===== src/rtl/vote_pkg.sv =====
// Shared definitions for the vote_collector block.
//   NUM_VOTERS   : number of voter buttons / ballot bits
//   YES_CNT_W    : width of the registered yes-count
//   vote_state_e : session FSM states
//   popcount()   : yes-count of a ballot vector
package vote_pkg;

  localparam int unsigned NUM_VOTERS = 5;
  localparam int unsigned YES_CNT_W  = 3;

  typedef enum logic [1:0] {
    StIdle,
    StOpen,
    StDone,
    StHold
  } vote_state_e;

  function automatic logic [YES_CNT_W-1:0] popcount(input logic [NUM_VOTERS-1:0] v);
    logic [YES_CNT_W-1:0] c;
    c = '0;
    for (int i = 0; i < NUM_VOTERS; i++) begin
      c = c + {{(YES_CNT_W-1){1'b0}}, v[i]};
    end
    return c;
  endfunction

endpackage


===== src/rtl/vote_debounce.sv =====
// Per-button input conditioning: 2-flop synchronizer, optional counter debouncer, and
// rising-edge detector.
// Optional feature macro: VOTE_COLLECTOR_DEBOUNCE_EN (inserts the debouncer).
// Ports:
//   clk   : system clock
//   rst_n : asynchronous active-low reset
//   btn   : raw asynchronous button, 1 = pressed
//   level : conditioned button level
//   press : one-cycle pulse on a 0->1 transition of level
module vote_debounce #(
  parameter int unsigned DEB_CYCLES = 16
) (
  input  logic clk,
  input  logic rst_n,
  input  logic btn,
  output logic level,
  output logic press
);

  if (DEB_CYCLES < 2) begin : gen_bad_deb_cycles
    $error("vote_debounce: DEB_CYCLES must be >= 2");
  end

  logic sync1_q, sync2_q;
  logic level_prev_q;

  always_ff @(posedge clk or negedge rst_n) begin
    if (!rst_n) begin
      sync1_q <= 1'b0;
      sync2_q <= 1'b0;
    end else begin
      sync1_q <= btn;
      sync2_q <= sync1_q;
    end
  end

`ifdef VOTE_COLLECTOR_DEBOUNCE_EN
  localparam int unsigned DebW = $clog2(DEB_CYCLES);

  logic [DebW-1:0] deb_cnt_q, deb_cnt_d;
  logic            deb_level_q, deb_level_d;

  // Counts consecutive cycles where the synchronized value differs from the held level;
  // the level flips on the DEB_CYCLES-th such cycle.
  always_comb begin
    deb_cnt_d   = deb_cnt_q;
    deb_level_d = deb_level_q;
    if (sync2_q == deb_level_q) begin
      deb_cnt_d = '0;
    end else if (deb_cnt_q == DebW'(DEB_CYCLES - 1)) begin
      deb_cnt_d   = '0;
      deb_level_d = sync2_q;
    end else begin
      deb_cnt_d = deb_cnt_q + 1'b1;
    end
  end

  always_ff @(posedge clk or negedge rst_n) begin
    if (!rst_n) begin
      deb_cnt_q   <= '0;
      deb_level_q <= 1'b0;
    end else begin
      deb_cnt_q   <= deb_cnt_d;
      deb_level_q <= deb_level_d;
    end
  end

  assign level = deb_level_q;
`else
  assign level = sync2_q;
`endif

  always_ff @(posedge clk or negedge rst_n) begin
    if (!rst_n) begin
      level_prev_q <= 1'b0;
    end else begin
      level_prev_q <= level;
    end
  end

  assign press = level & ~level_prev_q;

endmodule


===== src/rtl/vote_collector.sv =====
// Voting-session front-end for the five-input majority stage. Conditions five voter
// buttons, runs a timed session, latches at most one "yes" per voter and presents the
// final ballot on A..E with a one-cycle valid strobe and a yes-count.
// Optional feature macro: VOTE_COLLECTOR_DEBOUNCE_EN (per-button debouncer).
// Ports:
//   clk, rst_n : clock, asynchronous active-low reset
//   start      : opens a session from IDLE or HOLD
//   vote_btn   : raw voter buttons, bit 0 -> A ... bit 4 -> E
//   A..E       : latched ballot bits
//   voted      : per-voter has-voted flags
//   yes_cnt    : population count of the ballot
//   busy       : high while the session is open
//   valid      : one-cycle pulse when the ballot is final
module vote_collector
  import vote_pkg::*;
#(
  parameter int unsigned DEB_CYCLES    = 16,
  parameter int unsigned WINDOW_CYCLES = 1000
) (
  input  logic                  clk,
  input  logic                  rst_n,
  input  logic                  start,
  input  logic [NUM_VOTERS-1:0] vote_btn,
  output logic                  A,
  output logic                  B,
  output logic                  C,
  output logic                  D,
  output logic                  E,
  output logic [NUM_VOTERS-1:0] voted,
  output logic [YES_CNT_W-1:0]  yes_cnt,
  output logic                  busy,
  output logic                  valid
);

  localparam int unsigned CntW = $clog2(WINDOW_CYCLES + 1);

  if (WINDOW_CYCLES < 1) begin : gen_bad_window
    $error("vote_collector: WINDOW_CYCLES must be >= 1");
  end

  logic [NUM_VOTERS-1:0] btn_level, btn_press, new_vote;

  for (genvar i = 0; i < NUM_VOTERS; i++) begin : gen_btn
    vote_debounce #(
      .DEB_CYCLES(DEB_CYCLES)
    ) u_vote_debounce (
      .clk  (clk),
      .rst_n(rst_n),
      .btn  (vote_btn[i]),
      .level(btn_level[i]),
      .press(btn_press[i])
    );
  end

  vote_state_e           state_q, state_d;
  logic [CntW-1:0]       cnt_q, cnt_d;
  logic [NUM_VOTERS-1:0] ballot_q, ballot_d;
  logic [NUM_VOTERS-1:0] voted_q, voted_d;
  logic [YES_CNT_W-1:0]  yes_cnt_q, yes_cnt_d;

  // First press edge per voter only.
  assign new_vote = btn_press & btn_level & ~voted_q;

  always_comb begin
    state_d  = state_q;
    cnt_d    = cnt_q;
    ballot_d = ballot_q;
    voted_d  = voted_q;
    unique case (state_q)
      StIdle, StHold: begin
        if (start) begin
          state_d  = StOpen;
          cnt_d    = CntW'(WINDOW_CYCLES);
          ballot_d = '0;
          voted_d  = '0;
        end
      end
      StOpen: begin
        cnt_d    = cnt_q - 1'b1;
        ballot_d = ballot_q | new_vote;
        voted_d  = voted_q | new_vote;
        if (cnt_q == CntW'(1) || (&voted_d)) begin
          state_d = StDone;
        end
      end
      StDone: begin
        state_d = StHold;
      end
      default: begin
        state_d = StIdle;
      end
    endcase
    yes_cnt_d = popcount(ballot_d);
  end

  always_ff @(posedge clk or negedge rst_n) begin
    if (!rst_n) begin
      state_q   <= StIdle;
      cnt_q     <= '0;
      ballot_q  <= '0;
      voted_q   <= '0;
      yes_cnt_q <= '0;
    end else begin
      state_q   <= state_d;
      cnt_q     <= cnt_d;
      ballot_q  <= ballot_d;
      voted_q   <= voted_d;
      yes_cnt_q <= yes_cnt_d;
    end
  end

  assign A       = ballot_q[0];
  assign B       = ballot_q[1];
  assign C       = ballot_q[2];
  assign D       = ballot_q[3];
  assign E       = ballot_q[4];
  assign voted   = voted_q;
  assign yes_cnt = yes_cnt_q;
  assign busy    = (state_q == StOpen);
  assign valid   = (state_q == StDone);

endmodule


===== config.mk =====
export PLATFORM = sky130hd
export DESIGN_NAME = vote_collector
export DESIGN_NICKNAME = d
export VERILOG_FILES = /design/src/rtl/vote_pkg.sv /design/src/rtl/vote_debounce.sv /design/src/rtl/vote_collector.sv
export SDC_FILE = /design/constraint.sdc
export NUM_CORES = 1
export LEC_CHECK = 0
export CAP_MARGIN = 20
export CORE_MARGIN = 3
export CORE_UTILIZATION = 45
export DETAILED_ROUTE_END_ITERATION = 6
export PLACE_DENSITY = 0.76
export SKIP_LAST_GASP = 1
export SYNTH_ARGS = -nofsm -noshare
export SYNTH_HDL_FRONTEND = slang
export SYNTH_SLANG_ARGS = --single-unit

===== constraint.sdc =====
create_clock -name clk -period 5.2 [get_ports clk]
set_input_delay 1.04 -clock clk [delete_from_list [all_inputs] [get_ports clk]]
set_output_delay 1.04 -clock clk [all_outputs]
set_load 0.005 [all_outputs]

# After elaboration in Yosys (flattened, before gate mapping)

Cells that the tools add are included.

Register bits after elaboration: 40
Output and inout bits: 15
Word-level logic and storage cells: 62

Add/subtract/negate cells: 5
Equal/unequal tests: 6
Multiplexer cells: 9
Bitwise gates (word level): 15
Reduce and logical (&&, ||, !) cells: 7

Operators by type and width:

| kind                                                                   | number |
|---|---|
| 10-bit case mux with 2 select lines                                    | 1 |
| 5-bit case mux with 2 select lines                                     | 2 |
| 5-bit AND                                                              | 2 |
| 10-bit by 1-bit equality test with 1-bit output, second input constant | 1 |
| 10-bit two-way mux                                                     | 1 |
| 5-bit two-way mux                                                      | 2 |
| 5-bit OR                                                               | 2 |
| 10-bit by 1-bit subtractor with 10-bit output, second input constant   | 1 |
| 3-bit by 1-bit adder with 3-bit output                                 | 2 |
| 2-bit case mux with 3 select lines                                     | 1 |
| 1-bit AND                                                              | 5 |
| 1-bit inverter                                                         | 5 |
| 5-bit inverter                                                         | 1 |
| 5-bit AND reduction                                                    | 1 |
| 2-bit equality test, second input constant                             | 2 |
| 2-bit two-way mux                                                      | 2 |
| 2-bit AND reduction                                                    | 2 |
| 2-bit by 1-bit adder with 3-bit output                                 | 1 |
| 1-bit by 1-bit adder with 2-bit output                                 | 1 |
| 2-bit by 1-bit equality test with 1-bit output, second input constant  | 1 |
| 2-bit zero test                                                        | 1 |
| 2-bit by 1-bit != test with 1-bit output, second input constant        | 1 |
| 2-bit != test, second input constant                                   | 1 |
| 2-bit nonzero test                                                     | 1 |
| other kinds (2)                                                        | 2 |

# Depth between registers and ports, before layout

Gate-level depths: netlist of the first run.

Depth in word-level cells: 10
Gate-level depth with buffers: 9
Gate-level depth less buffers: 9

# Hierarchy

Synthesis of the first run repeated with hierarchy kept, for this count alone.

Cell total of the unflattened synthesis: 153
Area, all modules: 1765.4 um^2

Modules (own cells, without submodules):

| module         | times used | cells each | area each (um^2) | seq. area each (um^2) |
|---|---|---|---|---|
| vote_collector | 1          | 133        | 1321.3           | 625.6 |
| vote_debounce  | 5          | 4          | 88.8             | 75.1 |

# Least setup slack after synthesis of the first run

No wires, ideal clock.

Path type: input to register
Start: input start
End: register yes_cnt_q[1], in the netlist yes_cnt[1]
Arrival time: 2.913 ns
Required time: 5.074 ns
Slack: 2.161 ns
Cell stages on the path: 7
Buffers on the path: 0
Cells stage by stage: and2b_1 > or2_2 > a21oi_1 > nor2_1 > fa_1 > fa_1 > ha_1

Cells in the longest elaborated chain, start to end: 6

RTL lines:

| element                                              | line                  | text |
|---|---|---|
| from (decl)                                          | vote_collector.sv:22  | `input logic start,` |
| 5-bit two-way mux                                    | vote_collector.sv:71  | `if (start) begin` |
| 5-bit case mux with 2 select lines                   | vote_collector.sv:69  | `unique case (state_q)` |
| net ballot_d[1]                                      | vote_collector.sv:57  | `logic [NUM_VOTERS-1:0] ballot_q, ballot_d;` |
| 1-bit by 1-bit adder with 2-bit output               | vote_pkg.sv:22        | `c = c + {{(YES_CNT_W-1){1'b0}}, v[i]};` |
| 2-bit by 1-bit adder with 3-bit output               | vote_pkg.sv:22        |  |
| 3-bit by 1-bit adder with 3-bit output (2 in series) | vote_pkg.sv:22        |  |
| net yes_cnt_d[1]                                     | vote_collector.sv:59  | `logic [YES_CNT_W-1:0] yes_cnt_q, yes_cnt_d;` |
| to (signal assigned)                                 | vote_collector.sv:108 | `yes_cnt_q <= yes_cnt_d;` |
| to (decl)                                            | vote_collector.sv:59  |  |

The timed path passes the listed nets, and every way through them passes these cells.
A chain may end at the register's enable or synchronous reset.

# Worst setup path after layout of the first run

Same ends and word-level chain as after synthesis.

==> run summary, run 1 <==
Walking the worst path, the cells encountered are clkdlybuf4s50_1 -> and2b_1 -> or2_2 -> nor2_1 -> o32ai_1 -> fa_1 -> fa_1 -> ha_1. In this run, the number of DRC markers left after iteration 0 of detailed routing was 89. The final count of pins violating max slew is 0, and the overflow left after global routing is 0. TritonCTS built the clock tree. The flow ran to the end, and the final reports show no timing, DRC or antenna violations.

The fraction of layout cells with a size suffix above 1 was 9.09%. Standard cell with the maximum stage delay on the critical path: clkdlybuf4s50_1. The number of standard cells in the layout, taps in and fillers out came out at 222. The filler cells instantiated in the layout total 297. Across the VDD grid, the largest voltage drop is 226 µV. Headroom to the max-slew limit came out at 44.0%. Yosys mapped the design onto 42 distinct sky130hd cell types.

The kind of end point of the critical path is a register. The run gives 21 as the row count. The die outline area came out at 4640 µm². Worst min-delay path category: reg2reg.

The cell at the root of the clock tree was clkbuf_8. The count of synthesis-stage warnings from yosys came out at 0. Source of the worst hold timing path: gen_btn[2].u_vote_debounce.sync1_q$_DFF_PN0_. The first global-routing pass estimated 5380 µm of wire. The detail route stage leaves a number of antenna-violating nets equal to 0.

The count of buffers added on input and output ports is 22. The run gives 1146 as the via count of the first global-routing pass. The sum of buffers and inverters on the critical path was 1; the highest clock frequency the design can meet was 292 MHz.

The floorplan step defined a core boundary enclosing 3520 µm². The clock net sink count is 40. The tools report the startpoint type of the worst setup path as an input pin. The post-synthesis to final-layout area growth came out at 22.1%. For this design the ratio of total power to cell area is 546 nW/µm².

For this design the static power due to leakage is 0.898 nW. Summed over all nets, the half-perimeter wirelength after detailed placement is 2270 µm. From bottom edge to top edge, the die measures 68.1 µm.

The area occupied by registers was 1000 µm². The startpoint identified for the worst register-to-register timing path is state_q[0]$_DFFE_PN0P_. Global routing used 15.9% of the available tracks across all layers. For this run, design rule violations remaining after detail routing come to 0.

0 antenna diodes ended up in the layout. After clock tree synthesis, the setup repair step added 0 buffers. Dividing the detail-routed wire length by the instance count gives 13.8 µm. Setup repair after global routing left no endpoint under its margin.

Wires add up to 3070 µm. The post-route fraction of the period consumed by the critical path works out to 65.8%. Averaged over all synthesized cells, the footprint is 11.6 µm². The design draws 1.16 mW.

The final estimated routing congestion in global placement is 0.810. Using the TritonRoute via totals, the vias-per-cell ratio works out to 5.40. The most frequently used flop master after synthesis is dfrtp_1.

The count of hold buffers inserted by post-cts repair is 0. The number of enable flip-flop cells after synthesis was 0; the largest stage delay on the critical path was 480 ps. The maximum level of the CTS H-tree is 2, and the largest net degree at the start of global routing is 41. Synthesized instance count: 149. The longest clock path from root to sink contains 2 buffers. From left edge to right edge, the die measures 68.1 µm.

For this run, asynchronously set or reset flops after synthesis account for 100%. Broken down by cell family, the worst path's largest delay share belongs to adder cells. Area of the multi-input gates: 674 µm².

For the final hold violation count, the log shows 0. In this run the worst path has a maximum fanout of 6. Data required time at the worst endpoint: 5380 ps. The logs give 0 for the number of antenna violations at the first check in global routing and 0 ps for the final-layout setup total negative slack.

The synthesized netlist occupies a cell area of 1740 µm². In this run the worst setup path begins at start. The count of instances resized after the clock tree is built came out at 0. Clock skew on the completed layout was measured at 10.2 ps.

The shortest clock period the worst path allows after layout came out at 3420 ps. The synthesized design contains 40 register bits. Summing over every cut layer, the via total after detailed routing is 1199. After clock tree synthesis, the clock-pin slew on the worst setup and hold paths is 80 ps.

The net count reported at finish was 192; the starting density of the core was 49.3%. Final cell utilization of the core: 60.2%. The tightest hold path in the finished design has a slack of 347 ps. For the total setup violations reported at the end of the flow, the log shows 0. The signal arrival time at the worst endpoint is 3600 ps. The top cell types in the final layout, fill and taps aside, are dfrtp_1, clkdlybuf4s50_1, nor2_1, inv_1, a21oi_1. The cell that appears most often on the critical path is fa_1. The max capacitance violation total was 0; the total nets after synthesis was 165. Number of primary I/O pins: 23. The run gives 5 as the clock buffer count from CTS.

The worst setup path is of the in2reg kind. The slew at the pin closest to its max-slew limit is 840 ps, and the clock latency on the worst-skew pair is 290 ps. The sequential-to-total area share from yosys stat was 57.7%. The library cell used most frequently in the layout, excluding fill and tap cells, is dfrtp_1. The number of placed instances, taps included, is 215.

The tools report the total iterations of the first detailed-routing run as 4.
power breakdown:
| group | switching [mW] | total, mW | leakage (nW) | internal, mW |
|---|---|---|---|---|
| Clock | 0.101 | 0.289 | 0.0642 | 0.189 |
| Combinational | 0.228 | 0.433 | 0.358 | 0.206 |
| Sequential | 0.0560 | 0.435 | 0.476 | 0.379 |
| Total | 0.384 | 1.16 | 0.898 | 0.773 |
stage by stage:
stage | area [µm²] | setup slack (ps)
6_report | 2120 | 1780
4_1_cts | 2120 | 1780
2_1_floorplan | 1740 | 2160
3_5_place_dp | 1990 | 1470
5_1_grt | 2120 | 1700
3_3_place_gp | 1990 | 1590
routing by layer:
metal / share of wire (%) / global-route usage [%] / vias to the layer above
met5: 0 / 0 / -
met4: 1.6 / 5.71 / 0
met3: 5.5 / 5.09 / 6
met2: 49 / 25.9 / 38
met1: 44 / 19.8 / 584
li1: - / - / 571
worst paths after layout:
kind	end	slack [ps]	cells past startpoint
setup / recovery	yes_cnt[1]$_DFF_PN0_	1780	8
hold reg to reg	gen_btn[2].u_vote_debounce.level$_DFF_PN0_	350	0
max in group asynchronous	voted[4]$_DFFE_PN0P_	3820	1
hold / removal	gen_btn[2].u_vote_debounce.level$_DFF_PN0_	350	0
min in group asynchronous	cnt_q[0]$_DFFE_PN0P_	860	1
setup reg to reg	yes_cnt[1]$_DFF_PN0_	2240	9
layout make-up:
class | count | share of cell area, %
sequential | 40 | 47.3
multi-input combinational | 96 | 31.8
timing repair buffer | 22 | 10.2
clock buffer | 5 | 3.25
clock inverter | 2 | 2.84
tap | 46 | 2.72
inverter | 11 | 1.95
synth_stat cells (3+ instances only):
library cell  count  area share, %
nand2b_1          5            1.8
nand3_1           4            1.2
dfrtp_1          40             58
or2b_2            3            1.5
mux2i_1           3            1.7
o21ai_0           7            2.0
a21oi_1           8            2.3
nor2_1           13            2.8
and2_1            4            1.4
nor2b_1           3            1.1
ha_1              6            4.3
o31ai_1           3            1.3
nand2_1           5            1.1
inv_1            11            2.4
registers in the layout, indices dropped and copies added (netlist names):
register and flops:
voted 5, gen_btn.u_vote_debounce.level_prev_q 5, ballot_q 5, gen_btn.u_vote_debounce.level 5, state_q 2, cnt_q 10, yes_cnt 3, gen_btn.u_vote_debounce.sync1_q 5
cells by family after synthesis:
group,count (synthesis),share of synthesized area [%]
flops,40,57.7
simple gates,51,17.0
buf+inv,13,3.46
mux,4,2.38
fa+ha+maj,8,6.63
xor+xnor,2,1.01
compound gates,31,11.8
No activity file was read; power rests on OpenSTA's default activity.
==> run 2, diff against run 1 <==
--- a/config.mk
+++ b/config.mk
@@ -9,7 +9,7 @@
 export CORE_MARGIN = 3
 export CORE_UTILIZATION = 45
 export DETAILED_ROUTE_END_ITERATION = 6
-export PLACE_DENSITY = 0.76
+export PLACE_DENSITY = 0.79
 export SKIP_LAST_GASP = 1
 export SYNTH_ARGS = -nofsm -noshare
 export SYNTH_HDL_FRONTEND = slang
==> constraint.sdc (replaced) <==
create_clock -name clk -period 2.8 [get_ports clk]
set_input_delay 0.56 -clock clk [delete_from_list [all_inputs] [get_ports clk]]
set_output_delay 0.56 -clock clk [all_outputs]
set_load 0.005 [all_outputs]
==> run 2 against run 1 <==
Effect of this change: count of clock-buffer cells in the layout up 1; power up 82%; sequential cell count unchanged; setup slack worse by 1600 ps; critical endpoint unchanged; routed wire length up 11%.
==> run summary, run 2 (synthesized netlist as in run 1, its figures left out) <==
The run finished with clean final reports. The die height came out at 68.1 µm. The total power density per cell area is 988 nW/µm², and the sum of buffers and inverters on the critical path is 1. In this run the worst path has a maximum fanout of 4. The standard cell with the maximum stage delay on the critical path was fa_1. The depth of the worst register-to-register path was 9. The number of fillers in the final layout is 272, and the number of stages on the worst hold path is 0. The worst pin sits at a relative slew slack of 44.2%.

The logs give 5820 µm for the wire length of the first global-routing pass and 290 ps for the clock latency on the worst-skew pair. The tools report the highest clock frequency the design can meet as 375 MHz. The run gives 1000 µm² as the area occupied by registers.

The congestion estimate from routability-driven global placement came to 0.848. The largest stage delay on the critical path works out to 510 ps. The smallest clock period supported by the final layout is computed as 2670 ps.

In this run the remaining antenna-violating nets after routing total 0. At the pin with the least slew margin, the transition time is 837 ps. Compared with the post-synthesis result, the final layout area differs by 23.0%. In the final design database the tool counted 196 nets. IR analysis of the VDD net gives a maximum drop of 357 µV.

Entering global routing, the biggest net connects 41 pins. The tools report the clock net sink count as 40. The logs give 0 for the final hold violation count and 0 for the final count of pins violating max slew. TritonCTS built the clock tree.

The initial utilization of the core area, before any placement, comes to 49.3%. The tools report the via count of the first global-routing pass as 1286. The number of standard cells in the layout, taps in and fillers out is 227, and the total iterations of the first detailed-routing run is 4. CTS placed an instance of clkbuf_8 at the clock tree root. The number of antenna violations at the first check in global routing is 0, and the flip-flop count of the largest register, all copies and words added is 10. Once detailed placement completed, the half-perimeter wirelength came to 2490 µm. Worst min-delay path category: reg2reg.

The total setup violations reported at the end of the flow is 0. For this design the static power due to leakage is 0.899 nW. In this run, CTS created clock tree buffers numbering 5. Overall power consumption after layout is estimated at 2.11 mW. The run gives 132 ps as the worst-case setup margin in the final layout. For this run, design rule violations remaining after detail routing come to 0.

Leaving out fill and tap cells, the most frequent cell in the layout is dfrtp_1. In this run the deepest clock path goes through 2 buffers. The worst setup path is of the reg2reg kind. The area of the multi-input gates was 693 µm²; the detailed-route vias per instance was 5.49. Counting stages on the worst path, the most repeated cell is ha_1. The tools report the worst hold slack as 350 ps. Port buffering added 22 buffers. The routed layout has 1247 vias.

The die outline area came out at 4640 µm². The floorplan step defined a core boundary enclosing 3520 µm². Overflow left after global routing: 0. The logs give 0 for the max capacitance violation total and 219 for the instance count after placement with tap cells included. Kind of end point of the critical path: a register.

Traced cell by cell, the critical path runs through inv_1 -> ha_1 -> and2b_1 -> or2_4 -> a21oi_2 -> nor2_1 -> fa_1 -> fa_2 -> ha_1. In the global route stage, overall resource usage came out at 17.5%. The maximum level of the CTS H-tree came out at 2. In the finished design, the share of the clock period the worst path needs comes to 95.3%. Startpoint type of the worst setup path: a register. The number of primary I/O pins was 23. For the number of buffers inserted to repair setup after CTS, the log shows 0.

The repair_antennas step left the layout with diodes totalling 0. Data on the critical path is required at its endpoint by 2990 ps. Before CTS, the worst setup slack after placement is -344 ps. The final worst clock skew is 7.39 ps.

cnt_q holds more flip-flops than any other register. Summed over all layers, the routed wires come to 3400 µm. In the layout the commonest cells are dfrtp_1, clkdlybuf4s50_1, nor2_1, inv_1. The signal arrival time at the worst endpoint was 2850 ps; the fraction of layout cells with a size suffix above 1 was 13.8%.

The critical path crosses 9 cells after its start point. The run gives 74 as the violation count after the first detailed-routing iteration. In the final routed layout, each cell accounts on average for 15.0 µm. Clock-pin slew was measured on the worst setup and hold paths at 80 ps.

The kind of cell adding the most delay to the critical path was adder cells. Floorplan die width: 68.1 µm. The initialized floorplan defines 21 standard-cell rows.
run 2: area by class of cell:
class / count / area share [%]
clock inverter: 2 / 0.703
sequential: 40 / 46.9
tap: 46 / 2.70
clock buffer: 6 / 3.87
timing repair buffer: 26 / 11.4
multi-input combinational: 96 / 32.5
inverter: 11 / 1.93
run 2: worst paths after layout:
| check | slack, ps | end | startpoint |
|---|---|---|---|
| worst max-delay path | 130 | yes_cnt[1]$_DFF_PN0_ | state_q[0]$_DFFE_PN0P_ |
| worst min-delay path | 350 | gen_btn[1].u_vote_debounce.level$_DFF_PN0_ | gen_btn[1].u_vote_debounce.sync1_q$_DFF_PN0_ |
| worst max register to register | 130 | yes_cnt[1]$_DFF_PN0_ | state_q[0]$_DFFE_PN0P_ |
| worst min register to register | 350 | gen_btn[1].u_vote_debounce.level$_DFF_PN0_ | gen_btn[1].u_vote_debounce.sync1_q$_DFF_PN0_ |
| max in group asynchronous | 1910 | gen_btn[0].u_vote_debounce.level$_DFF_PN0_ | rst_n |
| min in group asynchronous | 360 | voted[1]$_DFFE_PN0P_ | rst_n |
run 2: metrics by stage:
stage	instance area [µm²]	setup TNS (ps)	utilization [%]
4_1_cts	2120	0	60.2
5_1_grt	2130	-2.57	60.6
3_3_place_gp	2020	-549	57.4
3_5_place_dp	2020	-730	57.4
6_report	2130	0	60.6
2_1_floorplan	1740	0	-
run 2: layer usage:
layer | vias to the layer above | track usage [%] | share of wire (%)
li1 | 585 | - | -
met5 | - | 0 | 0
met4 | 0 | 10.7 | 3.2
met1 | 618 | 20.7 | 42
met2 | 33 | 28.3 | 51
met3 | 11 | 4.60 | 4.1
run 2: repair_timing:
action / CTS / global route
pin swaps: 1 / 1
resized for setup: 2 / 4
hold buffers: 0 / 0
setup endpoints to repair: 1 / 1
run 2: where the power goes:
part           total, mW  leakage, nW  internal (mW)  switching (mW)
Clock              0.397       0.0434          0.199           0.198
Combinational      0.904        0.380          0.437           0.468
Sequential         0.809        0.476          0.703           0.105
Total               2.11        0.899           1.34           0.771
